--- config.mk ---
export PLATFORM = sky130hd
export DESIGN_NAME = alu_arbiter_flat
export DESIGN_NICKNAME = d
export VERILOG_FILES = /design/src/rtl/cpu_pkg.sv /design/src/rtl/alu_arbiter_if.sv /design/src/rtl/alu_arbiter_rr_picker.sv /design/src/rtl/alu_arbiter.sv /design/src/flat_wrapper.sv
export SDC_FILE = /design/constraint.sdc
export NUM_CORES = 1
export LEC_CHECK = 0
export BUFFER_PORTS_ARGS = -buffer_cell sky130_fd_sc_hd__buf_4
export CAP_MARGIN = 25
export CORE_AREA = 3 3 107 109
export CTS_CLUSTER_DIAMETER = 80
export CTS_CLUSTER_SIZE = 16
export DETAILED_ROUTE_END_ITERATION = 8
export DIE_AREA = 0 0 110 112
export GPL_TIMING_DRIVEN = 0
export REMOVE_ABC_BUFFERS = 1
export SETUP_SLACK_MARGIN = 0.3
export SYNTH_ARGS = -nofsm -noshare
export SYNTH_HDL_FRONTEND = slang
export SYNTH_HIERARCHICAL = 1
export SYNTH_SLANG_ARGS = --single-unit
--- constraint.sdc ---
create_clock -name clk -period 2.52 [get_ports clk]
set_input_delay 0.504 -clock clk [delete_from_list [all_inputs] [get_ports clk]]
set_output_delay 0.504 -clock clk [all_outputs]
set_load 0.01 [all_outputs]
--- src/rtl/cpu_pkg.sv ---
// Shared CPU types: ALU operation codes, ALU response payload and arbiter limits.
package cpu_pkg;

  localparam int unsigned DATA_W          = 32;
  localparam int unsigned ALU_ARB_MAX_REQ = 4;

  typedef enum logic [3:0] {
    ALU_ADD = 4'd0,
    ALU_SUB = 4'd1,
    ALU_AND = 4'd2,
    ALU_OR  = 4'd3,
    ALU_XOR = 4'd4,
    ALU_SLT = 4'd5
  } aluCode_t;

  typedef struct packed {
    logic signed [DATA_W-1:0] result;
    logic                     negative;
    logic                     zero;
  } alu_rsp_t;

endpackage

--- src/rtl/alu_arbiter_if.sv ---
// Requester, response and ALU-side signals of the shared-ALU arbiter.
interface alu_arbiter_if #(
  parameter int unsigned N_REQ = 2
) ();

  logic [N_REQ-1:0]          req_valid;
  logic [N_REQ-1:0]          req_ready;
  logic signed [31:0]        req_a  [N_REQ];
  logic signed [31:0]        req_b  [N_REQ];
  cpu_pkg::aluCode_t         req_op [N_REQ];

  logic [N_REQ-1:0]          rsp_valid;
  logic [N_REQ-1:0]          rsp_ready;
  logic signed [31:0]        rsp_result;
  logic                      rsp_negative;
  logic                      rsp_zero;

  logic signed [31:0]        alu_inputA;
  logic signed [31:0]        alu_inputB;
  cpu_pkg::aluCode_t         alu_ALUOp;
  logic signed [31:0]        alu_ALUResult;
  logic                      alu_negative;
  logic                      alu_zero;

  modport slave (
    input  req_valid, req_a, req_b, req_op, rsp_ready,
           alu_ALUResult, alu_negative, alu_zero,
    output req_ready, rsp_valid, rsp_result, rsp_negative, rsp_zero,
           alu_inputA, alu_inputB, alu_ALUOp
  );

  modport master (
    output req_valid, req_a, req_b, req_op, rsp_ready,
           alu_ALUResult, alu_negative, alu_zero,
    input  req_ready, rsp_valid, rsp_result, rsp_negative, rsp_zero,
           alu_inputA, alu_inputB, alu_ALUOp
  );

endinterface

--- src/rtl/alu_arbiter_rr_picker.sv ---
// Combinational picker: first set request at or after start_i (wrapping) wins, one-hot result.
module rr_picker #(
  parameter int unsigned N     = 2,
  parameter int unsigned PTR_W = (N > 1) ? $clog2(N) : 1
) (
  input  logic [N-1:0]     req_i,
  input  logic [PTR_W-1:0] start_i,
  output logic [N-1:0]     grant_c_o
);

  int unsigned idx;
  logic        found;

  always_comb begin
    grant_c_o = '0;
    found     = 1'b0;
    idx       = 0;
    for (int unsigned k = 0; k < N; k++) begin
      idx = 32'(start_i) + k;
      if (idx >= N) idx = idx - N;
      if (!found && req_i[PTR_W'(idx)]) begin
        grant_c_o[PTR_W'(idx)] = 1'b1;
        found                  = 1'b1;
      end
    end
  end

endmodule

--- src/rtl/alu_arbiter.sv ---
// Shares one combinational ALU among N_REQ requesters with a single registered result slot.
// Define ALU_ARB_RR_EN for round-robin arbitration; otherwise lowest index wins.
module alu_arbiter
  import cpu_pkg::*;
#(
  parameter int unsigned N_REQ = 2
) (
  input  logic          clk,
  input  logic          nRst,
  alu_arbiter_if.slave  bus
);

  localparam int unsigned PTR_W = (N_REQ > 1) ? $clog2(N_REQ) : 1;

  localparam logic [0:0] ST_IDLE = 1'b0;
  localparam logic [0:0] ST_HOLD = 1'b1;

  logic [0:0]       state_q, state_d;
  logic [N_REQ-1:0] rsp_valid_q, rsp_valid_d;
  alu_rsp_t         rsp_q, rsp_d;

  logic [PTR_W-1:0] start_c;
  logic [PTR_W-1:0] grant_idx_c;
  logic [N_REQ-1:0] pick_req_c;
  logic [N_REQ-1:0] grant_c;
  logic             consume_c;
  logic             grant_en_c;

`ifdef ALU_ARB_RR_EN
  logic [PTR_W-1:0] last_q, last_d;
  assign start_c = (last_q == PTR_W'(N_REQ - 1)) ? '0 : last_q + PTR_W'(1);
`else
  assign start_c = '0;
`endif

  // A new grant needs a free slot: either empty, or the pending result leaves this cycle.
  assign consume_c  = |(rsp_valid_q & bus.rsp_ready);
  assign grant_en_c = nRst && ((state_q == ST_IDLE) || consume_c);
  assign pick_req_c = bus.req_valid & {N_REQ{grant_en_c}};

  rr_picker #(
    .N     (N_REQ),
    .PTR_W (PTR_W)
  ) u_picker (
    .req_i     (pick_req_c),
    .start_i   (start_c),
    .grant_c_o (grant_c)
  );

  always_comb begin
    grant_idx_c = '0;
    for (int unsigned i = 0; i < N_REQ; i++) begin
      if (grant_c[i]) grant_idx_c = PTR_W'(i);
    end
  end

  // ALU operands follow the granted requester; idle value is 0 + 0.
  always_comb begin
    bus.alu_inputA = '0;
    bus.alu_inputB = '0;
    bus.alu_ALUOp  = ALU_ADD;
    if (|grant_c) begin
      bus.alu_inputA = bus.req_a[grant_idx_c];
      bus.alu_inputB = bus.req_b[grant_idx_c];
      bus.alu_ALUOp  = bus.req_op[grant_idx_c];
    end
  end

  always_comb begin
    state_d     = state_q;
    rsp_valid_d = rsp_valid_q;
    rsp_d       = rsp_q;
`ifdef ALU_ARB_RR_EN
    last_d      = last_q;
`endif
    if ((state_q == ST_HOLD) && consume_c) begin
      state_d     = ST_IDLE;
      rsp_valid_d = '0;
    end
    if (|grant_c) begin
      state_d        = ST_HOLD;
      rsp_valid_d    = grant_c;
      rsp_d.result   = bus.alu_ALUResult;
      rsp_d.negative = bus.alu_negative;
      rsp_d.zero     = bus.alu_zero;
`ifdef ALU_ARB_RR_EN
      last_d         = grant_idx_c;
`endif
    end
  end

  always_ff @(posedge clk or negedge nRst) begin
    if (!nRst) begin
      state_q     <= ST_IDLE;
      rsp_valid_q <= '0;
      rsp_q       <= '0;
`ifdef ALU_ARB_RR_EN
      last_q      <= PTR_W'(N_REQ - 1);
`endif
    end else begin
      state_q     <= state_d;
      rsp_valid_q <= rsp_valid_d;
      rsp_q       <= rsp_d;
`ifdef ALU_ARB_RR_EN
      last_q      <= last_d;
`endif
    end
  end

  assign bus.req_ready    = grant_c;
  assign bus.rsp_valid    = rsp_valid_q;
  assign bus.rsp_result   = rsp_q.result;
  assign bus.rsp_negative = rsp_q.negative;
  assign bus.rsp_zero     = rsp_q.zero;

endmodule

--- src/flat_wrapper.sv ---
// flat-port wrapper written by rule: the top's interface ports become plain ports
module alu_arbiter_flat import cpu_pkg::*;
#(
  parameter int unsigned N_REQ = 2
)
  (clk, nRst, bus_req_valid, bus_req_a, bus_req_b, bus_req_op, bus_rsp_ready, bus_alu_ALUResult, bus_alu_negative, bus_alu_zero, bus_req_ready, bus_rsp_valid, bus_rsp_result, bus_rsp_negative, bus_rsp_zero, bus_alu_inputA, bus_alu_inputB, bus_alu_ALUOp);
  alu_arbiter_if #(.N_REQ(N_REQ)) bus_i ();
  input  logic clk;
  input  logic nRst;
  input wire logic [$bits(bus_i.req_valid)-1:0] bus_req_valid;
  input wire logic [$bits(bus_i.req_a)-1:0] bus_req_a;
  input wire logic [$bits(bus_i.req_b)-1:0] bus_req_b;
  input wire logic [$bits(bus_i.req_op)-1:0] bus_req_op;
  input wire logic [$bits(bus_i.rsp_ready)-1:0] bus_rsp_ready;
  input wire logic [$bits(bus_i.alu_ALUResult)-1:0] bus_alu_ALUResult;
  input wire logic [$bits(bus_i.alu_negative)-1:0] bus_alu_negative;
  input wire logic [$bits(bus_i.alu_zero)-1:0] bus_alu_zero;
  output wire logic [$bits(bus_i.req_ready)-1:0] bus_req_ready;
  output wire logic [$bits(bus_i.rsp_valid)-1:0] bus_rsp_valid;
  output wire logic [$bits(bus_i.rsp_result)-1:0] bus_rsp_result;
  output wire logic [$bits(bus_i.rsp_negative)-1:0] bus_rsp_negative;
  output wire logic [$bits(bus_i.rsp_zero)-1:0] bus_rsp_zero;
  output wire logic [$bits(bus_i.alu_inputA)-1:0] bus_alu_inputA;
  output wire logic [$bits(bus_i.alu_inputB)-1:0] bus_alu_inputB;
  output wire logic [$bits(bus_i.alu_ALUOp)-1:0] bus_alu_ALUOp;
  assign bus_i.req_valid = bus_req_valid;
  assign bus_i.req_a = {>>{bus_req_a}};
  assign bus_i.req_b = {>>{bus_req_b}};
  assign bus_i.req_op = {>>{bus_req_op}};
  assign bus_i.rsp_ready = bus_rsp_ready;
  assign bus_i.alu_ALUResult = bus_alu_ALUResult;
  assign bus_i.alu_negative = bus_alu_negative;
  assign bus_i.alu_zero = bus_alu_zero;
  assign bus_req_ready = bus_i.req_ready;
  assign bus_rsp_valid = bus_i.rsp_valid;
  assign bus_rsp_result = bus_i.rsp_result;
  assign bus_rsp_negative = bus_i.rsp_negative;
  assign bus_rsp_zero = bus_i.rsp_zero;
  assign bus_alu_inputA = bus_i.alu_inputA;
  assign bus_alu_inputB = bus_i.alu_inputB;
  assign bus_alu_ALUOp = bus_i.alu_ALUOp;
  alu_arbiter #(.N_REQ(N_REQ)) u_core (.clk(clk), .nRst(nRst), .bus(bus_i));
endmodule
==> key figures <==
Outcome
  • Status: finished, violations left
  • Violated checks: setup timing

Logic synthesis
  • Cells after Synth: about 180
  • Synthesized cell area: about 2100 um^2
  • Cell variety after synth: 19
  • Top cell type by total area after synthesis: dfrtp_1
  • Largest cells by area after synthesis: dfrtp_1 (43%), a22o_1 (28%), mux2_2 (17%), nor2b_1 (1.5%), buf_2 (1.4%)
  • Synth async-reset ratio: 100%
  • Synth Area in Compound Gates: a little under a third
  • Top_reg_cell synth: dfrtp_1
  • Post-synth top cells: a22o_1 (69), dfrtp_1 (37), mux2_2 (32)
  • Synth Register Bits: 37
  • Multiplexer share of the synthesized area: around 18%
  • Mean post-synth cell area: 12.0 um^2
  • Combinational family with the most area after synthesis: compound AO/OA/AOI/OAI gates
  • YS warnings: 6
  • Share of the synthesized area in the top cell type: between 40% and 50%
  • EDFF count, synth: 0
  • XOR/XNOR share of the synthesized area: 0%
  • Simple-gate portion of the synthesized area: between 2 and 2.5%
  • Top-count cell post-synth: a22o_1
  • Adder-Cell Fraction of Synth Area: 0%
  • Post-synthesis sequential area ratio: 43.3%

Timing
  • Setup TNS: -5.79 ns
  • Final Worst Setup Slack: -0.139 ns
  • RSZ-0062 raised after global routing: true
  • Max-slew violation count: 0
  • Setup violators final: between 60 and 70
  • Period utilisation layout: 106%
  • Fmax: around 380 MHz
  • Final hold vios: 0
  • Worst Tran Pin Value: around 0.54 ns
  • Max_slew headroom: 63.8%
  • Worst Clk Skew: approximately 0.0074 ns
  • Final min period: 2.66 ns
  • Hold slack: between 0.1 and 0.15 ns

Final layout
  • Area grow syn2layout: 159%
  • Fill cell count: roughly 950
  • Share of layout cells above drive strength 1: roughly three quarters
  • Multi-input gate area: about 1200 um^2
  • Final layout net count: approximately 670
  • Seq. cell area: 927 um^2

Pwr
  • Switch Pwr: 1490 uW
  • PD cells: about 800 nW/um^2
  • Seq pwr share: about a quarter
  • Worst VDD drop: between 600 and 700 uV
  • Internal power contribution: 2940 uW
  • Leak: ~0.0028 uW
  • Switching share of power: between 30 and 40%
  • Clk pwr share: between 10% and 20%
  • Combinational share of power: between 60 and 70%

Detailed routing
  • Router iterations before antenna repair: 4
  • Total Routed Length: 12500 um
  • Antenna-violating nets left: 0
  • Vias: between 2k and 3k
  • Starting DRT DRC Count: roughly 140
  • Wire per inst: just under 20 um
  • Vias/cell: between 4 and 5
  • Drc violations: 0

Job
  • Max Cap Viol: 0

Clock tree
  • CTS tree: yes
  • Worst-Skew Late Latency: 0.29 ns
  • Clock sink count: 37
  • CTS clk-pin slew, worst paths: 0.08 ns
  • Num CTS Buffers: 5
  • Clock root cell: clkbuf_8
  • H-tree levels: 2
  • Max Root-Sink Buffers: 2

Setup path
  • Critical path's slowest cell: dfrtp_1
  • CP Launch Type: flip-flop
  • CP Max Fanout: 6
  • Cell Chain, Critical Path: a22oi_2, a21oi_2, a21boi_4, buf_12, nor2b_4, buf_6, buf_12, buf_16, a22o_1, buf_6
  • Slowest stage delay, CP: ~0.40 ns
  • Kind of end point of the critical path: output pin
  • Worst EP arrival: ~2.2 ns
  • Buf/Inv on CP: 5
  • Reg2reg setup slack: around 0.53 ns
  • Crit Reg-Reg Endpoint: u_core/bus.rsp_result[3]
  • Critical R2R Launch: u_core/bus.rsp_valid[0]
  • Setup Crit Path Kind: flip-flop to output pin
  • Worst endpoint required time: just over 2 ns
  • CP delay by family, top: compound AO/OA/AOI/OAI gates
  • FF-to-FF path depth: 8

Place
  • Port Buffers: 281
  • GP Congestion: 0.703
  • Worst slack, placed: -1.35 ns
  • Hpwl dp: around 8000 um

Die
  • Die area: 12300 um^2
  • Initial core utilization: about 20%
  • Die Y: roughly 110 um
  • Die outline width: between 100 and 150 um
  • Core box area: roughly 11000 um^2
  • # IOs: ~280
  • Std-Cell Rows: 38

Global route
  • Largest net degree at the start of global routing: 21
  • Gr ovfl total: 0
  • Initial antenna violation count: 1
  • First-pass GRT wire length: between 15000 and 20000 um
  • GRT Overall Usage: between 15 and 20%
  • Number of global-route vias before repair: between 2k and 3k

Worst hold path
  • Worst Hold Class: input pin to asynchronous set/reset pin
-- through the flow --
| step | instance area (um^2) | utilization (%) | power [uW] | std cells |
|---|---|---|---|---|
| 5_1_grt | 5540 | 51.8 | 4680 | 633 |
| 2_1_floorplan | 2030 | - | 2030 | 160 |
| 4_1_cts | 5270 | 49.3 | 4270 | 621 |
| 3_3_place_gp | 4320 | 40.4 | 3190 | 581 |
| 6_report | 5540 | 51.8 | 4420 | 633 |
| 3_5_place_dp | 4400 | 41.2 | 3220 | 584 |
-- state kept, by name (all words and copies together) (netlist names) --
name,count
u_core/state_q,1
u_core/bus.rsp_zero,1
u_core/bus.rsp_negative,1
u_core/bus.rsp_result,32
u_core/bus.rsp_valid,2
-- power by group through the flow --
stage | sequential, uW | clock [uW] | combinational, uW
4_1_cts | 1070 | 532 | 2670
2_1_floorplan | 1200 | 0 | 830
3_3_place_gp | 1060 | 0 | 2130
6_report | 1070 | 514 | 2840
3_5_place_dp | 1070 | 0 | 2150
5_1_grt | 1110 | 564 | 3010
-- repair_timing --
item,4_1_cts,5_1_grt
pin swaps,12,15
buffers inserted,17,3
endpoints found under the hold margin,0,7
gates resized for setup,87,19
endpoints found under the setup margin,105,100
hold buffers,0,2
cloned,12,6
-- cell type report --
cell class              instances  area share [%]
diodes                          1          0.0451
flip-flops and latches         37            16.7
clock inverters                 2           0.700
well taps                     140            3.16
multi-input cells             124            21.7
repair buffers                321            56.2
clock buffers                   6            1.31
inverters                       2           0.135
-- cells by family (layout without fill, tap and decap cells) --
| kind of cell | after synthesis | count (layout) |
|---|---|---|
| AOI/OAI and AO/OA | 77 | 77 |
| DFF | 37 | 37 |
| and+or+nand+nor | 8 | 11 |
| buffers and inverters | 21 | 331 |
| muxes | 34 | 34 |
| other | 1 | 3 |
-- placed cells by master, fill, tap and decap left out, drive strengths merged, types with 2 or more instances in the layout --
cell         Yosys  layout
buf             12     314
a22o            69      69
dfrtp           37      37
mux2            34      34
clkbuf           7      10
nor2b            5       7
nor2             1       2
nand2            2       2
a21oi            2       2
a2bb2oi          2       2
inv              2       2
dlygate4sd3      0       2
conb             1       2
a21boi           2       2
-- layer usage --
layer / vias to the layer above / routed length [um] / track usage, %
met3: 11 / 1150 / 4.99
met1: 1396 / 4800 / 21.0
met2: 148 / 6480 / 31.4
met5: - / 0 / 0
li1: 1343 / - / -
met4: 0 / 110 / 3.99
-- worst max-delay path by stage --
stage,start,cells after the start,endpoint
2_1_floorplan,bus_rsp_ready[0],5,bus_alu_ALUOp[0]
3_3_place_gp,nRst,7,bus_alu_ALUOp[3]
3_5_place_dp,nRst,8,bus_alu_inputB[29]
4_1_cts,u_core/bus.rsp_valid[1],10,bus_alu_inputB[6]
5_1_grt,u_core/bus.rsp_valid[0],10,bus_alu_inputA[8]
6_report,u_core/bus.rsp_valid[0],10,bus_alu_inputA[30]
Power figures use the tool's default switching activity.
